File: src/rtl/atom_sram_pkg.sv
// Shared types and constants for the Atom SRAM arbiter.
// The ROM window bounds are used only when SRAM_ARBITER_WPROT_EN is defined.
package atom_sram_pkg;

  typedef enum logic [1:0] {IDLE, SETUP, ACCESS, END} state_t;
  typedef enum logic {GNT_CPU, GNT_DMA} gnt_t;

  localparam logic [17:0] ROM_BASE = 18'h0C000;
  localparam logic [17:0] ROM_LAST = 18'h0FFFF;
  localparam int ACCESS_CYCLES_DEF = 2;

  function automatic logic rom_hit(input logic [17:0] addr);
    return (addr >= ROM_BASE) && (addr <= ROM_LAST);
  endfunction

endpackage

File: src/rtl/sram_req_latch.sv
// Holds a CPU request from its single-cycle pulse until the arbiter grants it.
// The eff_* outputs present the request that a grant in this cycle would take.
module sram_req_latch #(
  parameter int ADDR_W = 18
) (
  input  logic              clk,
  input  logic              reset_n,
  input  logic              req,
  input  logic              rnw,
  input  logic [ADDR_W-1:0] addr,
  input  logic [7:0]        wdata,
  input  logic              clr,
  output logic              pending,
  output logic              eff_rnw,
  output logic [ADDR_W-1:0] eff_addr,
  output logic [7:0]        eff_wdata
);

  logic              hold_rnw;
  logic [ADDR_W-1:0] hold_addr;
  logic [7:0]        hold_wdata;

  always_ff @(posedge clk or negedge reset_n) begin
    if (!reset_n) begin
      pending    <= 1'b0;
      hold_rnw   <= 1'b1;
      hold_addr  <= '0;
      hold_wdata <= '0;
    end else begin
      if (req) begin
        hold_rnw   <= rnw;
        hold_addr  <= addr;
        hold_wdata <= wdata;
      end
      pending <= (pending | req) & ~clr;
    end
  end

  // A pulse in the same cycle supersedes anything already held (last wins).
  assign eff_rnw   = req ? rnw   : hold_rnw;
  assign eff_addr  = req ? addr  : hold_addr;
  assign eff_wdata = req ? wdata : hold_wdata;

endmodule

File: src/rtl/sram_arbiter.sv
// Sequences CPU/DMA accesses to the external async SRAM; CPU wins ties.
// Optional macro SRAM_ARBITER_WPROT_EN suppresses CPU writes into the ROM image.
//
// state  | meaning
// IDLE   | strobes inactive, arbitrate
// SETUP  | address/CS/OE (and write data) driven
// ACCESS | WE low for writes, read data settles; ACCESS_CYCLES clocks
// END    | WE high with CS/addr/data held, ack pulses
module sram_arbiter
  import atom_sram_pkg::*;
#(
  parameter int ADDR_W        = 18,
  parameter int ACCESS_CYCLES = ACCESS_CYCLES_DEF,
  parameter int CPU_SLOT      = 25
) (
  input  logic              clk,
  input  logic              reset_n,
  input  logic              cpu_req,
  input  logic              cpu_rnw,
  input  logic [ADDR_W-1:0] cpu_addr,
  input  logic [7:0]        cpu_wdata,
  output logic [7:0]        cpu_rdata,
  output logic              cpu_ack,
  input  logic              dma_req,
  input  logic              dma_rnw,
  input  logic [ADDR_W-1:0] dma_addr,
  input  logic [7:0]        dma_wdata,
  output logic [7:0]        dma_rdata,
  output logic              dma_ack,
  output logic              ram_cs_b,
  output logic              ram_oe_b,
  output logic              ram_we_b,
  output logic [ADDR_W-1:0] ram_a,
  output logic [7:0]        ram_dout,
  output logic              ram_dout_en,
  input  logic [7:0]        ram_din,
  output logic              busy
);

  if (ACCESS_CYCLES < 1 || ACCESS_CYCLES > 8 || ACCESS_CYCLES * 2 + 5 >= CPU_SLOT) begin : g_bad_cfg
    $error("sram_arbiter: ACCESS_CYCLES/CPU_SLOT combination is illegal");
  end

  localparam logic [3:0] CNT_LOAD = 4'(ACCESS_CYCLES - 1);

  state_t            state, state_n;
  gnt_t              sel, sel_n, go_sel;
  logic [3:0]        cnt, cnt_n;
  logic              g_rnw, rnw_n, g_mask, mask_n;
  logic              cs_n, oe_n, we_n, den_n, cack_n, dack_n, busy_n;
  logic [ADDR_W-1:0] a_n, go_addr, eff_addr;
  logic [7:0]        dout_n, crd_n, drd_n, go_wdata, eff_wdata;
  logic              go, go_rnw, go_mask, cpu_grant, cpu_pending, eff_rnw;

  sram_req_latch #(.ADDR_W(ADDR_W)) u_req_latch (
    .clk       (clk),
    .reset_n   (reset_n),
    .req       (cpu_req),
    .rnw       (cpu_rnw),
    .addr      (cpu_addr),
    .wdata     (cpu_wdata),
    .clr       (cpu_grant),
    .pending   (cpu_pending),
    .eff_rnw   (eff_rnw),
    .eff_addr  (eff_addr),
    .eff_wdata (eff_wdata)
  );

  always_comb begin
    state_n   = state;
    cnt_n     = cnt;
    sel_n     = sel;
    rnw_n     = g_rnw;
    mask_n    = g_mask;
    cs_n      = ram_cs_b;
    oe_n      = ram_oe_b;
    we_n      = ram_we_b;
    a_n       = ram_a;
    dout_n    = ram_dout;
    den_n     = ram_dout_en;
    crd_n     = cpu_rdata;
    drd_n     = dma_rdata;
    cack_n    = 1'b0;
    dack_n    = 1'b0;
    cpu_grant = 1'b0;
    go        = 1'b0;
    go_sel    = GNT_CPU;
    go_rnw    = eff_rnw;
    go_addr   = eff_addr;
    go_wdata  = eff_wdata;

    case (state)
      IDLE: begin
        if (cpu_pending || cpu_req) begin
          go        = 1'b1;
          cpu_grant = 1'b1;
        end else if (dma_req) begin
          go       = 1'b1;
          go_sel   = GNT_DMA;
          go_rnw   = dma_rnw;
          go_addr  = dma_addr;
          go_wdata = dma_wdata;
        end
      end
      SETUP: begin
        state_n = ACCESS;
        cnt_n   = CNT_LOAD;
        we_n    = g_rnw | g_mask;
      end
      ACCESS: begin
        if (cnt == 4'd0) begin
          state_n = END;
          we_n    = 1'b1;
          if (sel == GNT_CPU) begin
            cack_n = 1'b1;
            if (g_rnw) crd_n = ram_din;
          end else begin
            dack_n = 1'b1;
            if (g_rnw) drd_n = ram_din;
          end
        end else begin
          cnt_n = cnt - 4'd1;
        end
      end
      END: begin
        state_n = IDLE;
        cs_n    = 1'b1;
        oe_n    = 1'b1;
        den_n   = 1'b0;
      end
      default: state_n = IDLE;
    endcase

`ifdef SRAM_ARBITER_WPROT_EN
    go_mask = (go_sel == GNT_CPU) && !go_rnw && rom_hit(18'(go_addr));
`else
    go_mask = 1'b0;
`endif

    if (go) begin
      state_n = SETUP;
      sel_n   = go_sel;
      rnw_n   = go_rnw;
      mask_n  = go_mask;
      cs_n    = 1'b0;
      oe_n    = !go_rnw;
      we_n    = 1'b1;
      a_n     = go_addr;
      dout_n  = go_wdata;
      den_n   = !go_rnw && !go_mask;
    end

    busy_n = (state_n != IDLE);
  end

  always_ff @(posedge clk or negedge reset_n) begin
    if (!reset_n) begin
      state       <= IDLE;
      cnt         <= 4'd0;
      sel         <= GNT_CPU;
      g_rnw       <= 1'b1;
      g_mask      <= 1'b0;
      ram_cs_b    <= 1'b1;
      ram_oe_b    <= 1'b1;
      ram_we_b    <= 1'b1;
      ram_a       <= '0;
      ram_dout    <= '0;
      ram_dout_en <= 1'b0;
      cpu_rdata   <= '0;
      dma_rdata   <= '0;
      cpu_ack     <= 1'b0;
      dma_ack     <= 1'b0;
      busy        <= 1'b0;
    end else begin
      state       <= state_n;
      cnt         <= cnt_n;
      sel         <= sel_n;
      g_rnw       <= rnw_n;
      g_mask      <= mask_n;
      ram_cs_b    <= cs_n;
      ram_oe_b    <= oe_n;
      ram_we_b    <= we_n;
      ram_a       <= a_n;
      ram_dout    <= dout_n;
      ram_dout_en <= den_n;
      cpu_rdata   <= crd_n;
      dma_rdata   <= drd_n;
      cpu_ack     <= cack_n;
      dma_ack     <= dack_n;
      busy        <= busy_n;
    end
  end

endmodule

File: config.mk
export PLATFORM = sky130hd
export DESIGN_NAME = sram_arbiter
export DESIGN_NICKNAME = d
export VERILOG_FILES = /design/src/rtl/atom_sram_pkg.sv /design/src/rtl/sram_req_latch.sv /design/src/rtl/sram_arbiter.sv
export SDC_FILE = /design/constraint.sdc
export NUM_CORES = 1
export LEC_CHECK = 0
export BUFFER_PORTS_ARGS = -buffer_cell sky130_fd_sc_hd__buf_2
export CAP_MARGIN = 20
export CORE_MARGIN = 4
export CORE_UTILIZATION = 46
export DETAILED_ROUTE_END_ITERATION = 16
export PLACE_DENSITY = 0.79
export SLEW_MARGIN = 30
export SYNTH_ARGS = -nofsm -noshare
export SYNTH_HDL_FRONTEND = slang
export SYNTH_HIERARCHICAL = 1
export SYNTH_SLANG_ARGS = --single-unit
File: constraint.sdc
create_clock -name clk -period 1.81 [get_ports clk]
set_input_delay 0.181 -clock clk [delete_from_list [all_inputs] [get_ports clk]]
set_output_delay 0.181 -clock clk [all_outputs]
set_load 0.005 [all_outputs]
==> impl_metrics.py <==
metrics = {
    "status": {
        "status": "finished clean",
    },
    "critical_path": {
        "worstPathRequired_ns": 2.05,
        "r2r_cells": 5,
        "critPathMaxStageDelay_ns": 0.48,
        "ff2ff_setup_slack_ns": 0.08,
        "endpoint_kind": "flop",
        "worst-setup-path-type": "reg -> reg",
        "worst_setup_path_start_kind": "flop",
        "cp_top_family": "simple AND/OR/NAND/NOR gates",
        "reg2reg_from": "cnt[0]",
        "cp.buffers_inverters": 1,
        "reg2reg_to": "cpu_rdata[3]",
        "arrival_ns": 1.98,
        "path_max_fanout": 8,
        "crit_chain": "inv_1, ha_4, nand4bb_1, or3_4, mux2_4",
        "critPathSlowestCell": "or3_4",
    },
    "hold_path": {
        "hold_path_class": "in -> reg",
        "min_from": "cpu_addr[9]",
        "holdPathStages": 2,
        "hold_end": "u_req_latch/hold_addr[9]",
    },
    "timing": {
        "max_freq_mhz": 576,
        "setup_viol": 0,
        "fin_crit_ns": 1.73,
        "period_share": 0.958,
        "timing.final.hold_violations": 0,
        "worstMarginPinSlew_ns": 0.650,
        "rsz0062_at_grt": "no",
        "final.setup.tns_ns": 0,
        "maxSlewHeadroom": 0.567,
        "finClkSkew_ns": 0.0118,
        "drv_slew": 0,
    },
    "grt": {
        "grt_pass1_vias": 2733,
        "grt_antenna_before_repair": 0,
        "overflow": 0,
        "grt_use_total": 0.187,
        "grt_pass1_wl_um": 13300,
        "grt_start_max_net_pins": 55,
    },
    "cts": {
        "cts.path.max_buffers": 2,
        "numCtsBuffers": 9,
        "worstSkewPairLatency_ns": 0.36,
        "cts_tree": "built",
        "cts.sinks": 85,
        "htree_levels": 3,
        "clkTransAtPathRegs_ns": 0.10,
        "cts-root-buf": "clkbuf_8",
    },
    "routing": {
        "avgViaCountPerCell": 5.20,
        "postRouteAntennaNets": 0,
        "drt_iter0_markers": 111,
        "routedWlPerCell_um": 16.6,
        "routed_wl_um": 8450,
        "vias": 2643,
        "drc": 0,
        "firstDrtPassIters": 6,
    },
    "logic_synthesis": {
        "synthesis.nets": 350,
        "avgSynthCellArea_um2": 13.0,
        "synth-xor-area-share": 0,
        "synth-seq-cells": 85,
        "post_synth_and_or_nand_nor_area_fraction": 0.0690,
        "synth-compound-area-share": 0.116,
        "synth_fa_ha_area_frac": 0.0208,
        "muxShareOfSynthArea": 0.166,
        "yosys_warnings": 6,
        "netlist_area_um2": 3610,
        "synthCells": 278,
        "ys_seq_area_frac": 0.592,
        "synth_edf_count": 0,
        "synth_ff_type": "dfrtp_1",
        "synthArstFlopShare": 1.00,
        "synth_top_family_by_area": "multiplexers",
        "ys_types": 37,
    },
    "floorplan": {
        "die_width_um": 96.5,
        "die_h_um": 96.5,
        "dieArea_um2": 9320,
        "start_util": 0.469,
        "rows": 32,
        "coreArea_um2": 7690,
        "ios": 115,
    },
    "power": {
        "p_comb_frac": 0.376,
        "clockPowerShare": 0.197,
        "p_sw_frac": 0.346,
        "power_mw": 7.00,
        "ir_worst_vdd_mv": 0.672,
        "switchingPower_mw": 2.42,
        "power_density_nw_per_um2": 1540,
        "seq_power_share": 0.426,
        "p_int_mw": 4.58,
        "p_leak_nw": 2.20,
    },
    "placed_design": {
        "dpl.hpwl_um": 6000,
        "port-buffer-count": 114,
        "routabilityCongestion": 0.812,
    },
    "finish": {
        "final_util": 0.591,
        "drive_above_1_share": 0.495,
        "final_cell_mix": "buf_2, dfrtp_1, nor2_1",
        "syn_to_final_growth_pct": 26.0,
        "layout_commonest_cell": "buf_2",
        "final_nets": 473,
        "antennaDiodeCount": 0,
    },
    "flow_run": {
        "drv_cap": 0,
    },
}
## worst max-delay path by stage
stage,start,end,slack [ns],cells after the start
floorplan,state[0],dma_rdata[0],0.02,6
detailed placement,state[0],cpu_rdata[2],-0.06,5
finish,cnt[0],cpu_rdata[3],0.08,5
global placement,state[0],cpu_rdata[5],0.009,5
global route,cnt[0],cpu_rdata[3],0.02,5
CTS,state[0],dma_rdata[3],0.04,5
## repair_timing
item / CTS / global route
resized for setup: 2 / 5
setup endpoints to repair: 16 / 16
buffers inserted: 0 / 1
hold buffers: 1 / 0
endpoints found under the hold margin: 31 / 0
pin swaps: 0 / 1
## cell usage after synthesis (3+ instances only)
| master | count | area (um2) |
|---|---|---|
| a21oi_1 | 27 | 135 |
| buf_2 | 7 | 35.0 |
| clkbuf_1 | 4 | 15.0 |
| dfrtp_1 | 80 | 2000 |
| dfstp_2 | 5 | 131 |
| ha_1 | 6 | 75.1 |
| inv_1 | 5 | 18.8 |
| mux2_2 | 17 | 191 |
| mux2_4 | 27 | 405 |
| nor2_1 | 33 | 124 |
| nor3_1 | 3 | 15.0 |
| o21ai_0 | 9 | 45.0 |
| o22ai_1 | 26 | 163 |
## flip-flops by register name, indices dropped and copies added (netlist names), 2 cells and up
name                    count
ram_a                      18
cpu_rdata                   8
cnt                         4
dma_rdata                   8
u_req_latch/hold_addr      18
state                       2
ram_dout                    8
u_req_latch/hold_wdata      8
## power by group through the flow
stage	logic, mW	clock network (mW)	registers, mW
after floorplan	1.46	0	3.01
after global placement	2.49	0	2.98
after detailed placement	2.60	0	3.00
after CTS	2.61	1.42	2.98
after global routing	2.94	1.49	3.06
final	2.63	1.38	2.99
## through the flow
stage               std cells  hold WS [ns]  cell area (um2)  worst slack [ns]
finish                    508        0.0571             4540            0.0752
global route              508        0.0442             4540            0.0224
CTS                       507        0.0421             4520            0.0428
detailed placement        490         0.152             4300           -0.0586
global placement          490         0.146             4300           0.00891
floorplan                 278        -0.115             3610            0.0249
## logic make-up after synthesis
logic type | Yosys count
buffers and inverters | 21
multiplexers | 44
adder cells (fa/ha/maj) | 6
AO/OA/AOI/OAI | 71
flip-flops | 85
AND/OR/NAND/NOR | 51
## per-layer routing
metal | up-vias | routed length, um | track usage
li1 | 1238 | - | -
met1 | 1285 | 3560 | 0.234
met2 | 106 | 3870 | 0.298
met3 | 14 | 875 | 0.0744
met4 | 0 | 140 | 0.0619
met5 | - | 0 | 0
## cell type report
cell class,instances,area [um2]
Fill cell,663,3150
Sequential cell,85,2130
Multi-Input combinational cell,172,1370
Timing Repair Buffer,128,693
Tap cell,102,128
Clock buffer,9,124
Clock inverter,7,80.1
Inverter,5,18.8
## worst reg2reg max path: cells and delay by family (launching register included)
family,cells,cell delay (ns)
buf+inv,1,0.11
flops,1,0.41
simple gates,2,0.62
mux,1,0.33
fa+ha+maj,1,0.17
Power figures use the tool's default switching activity.
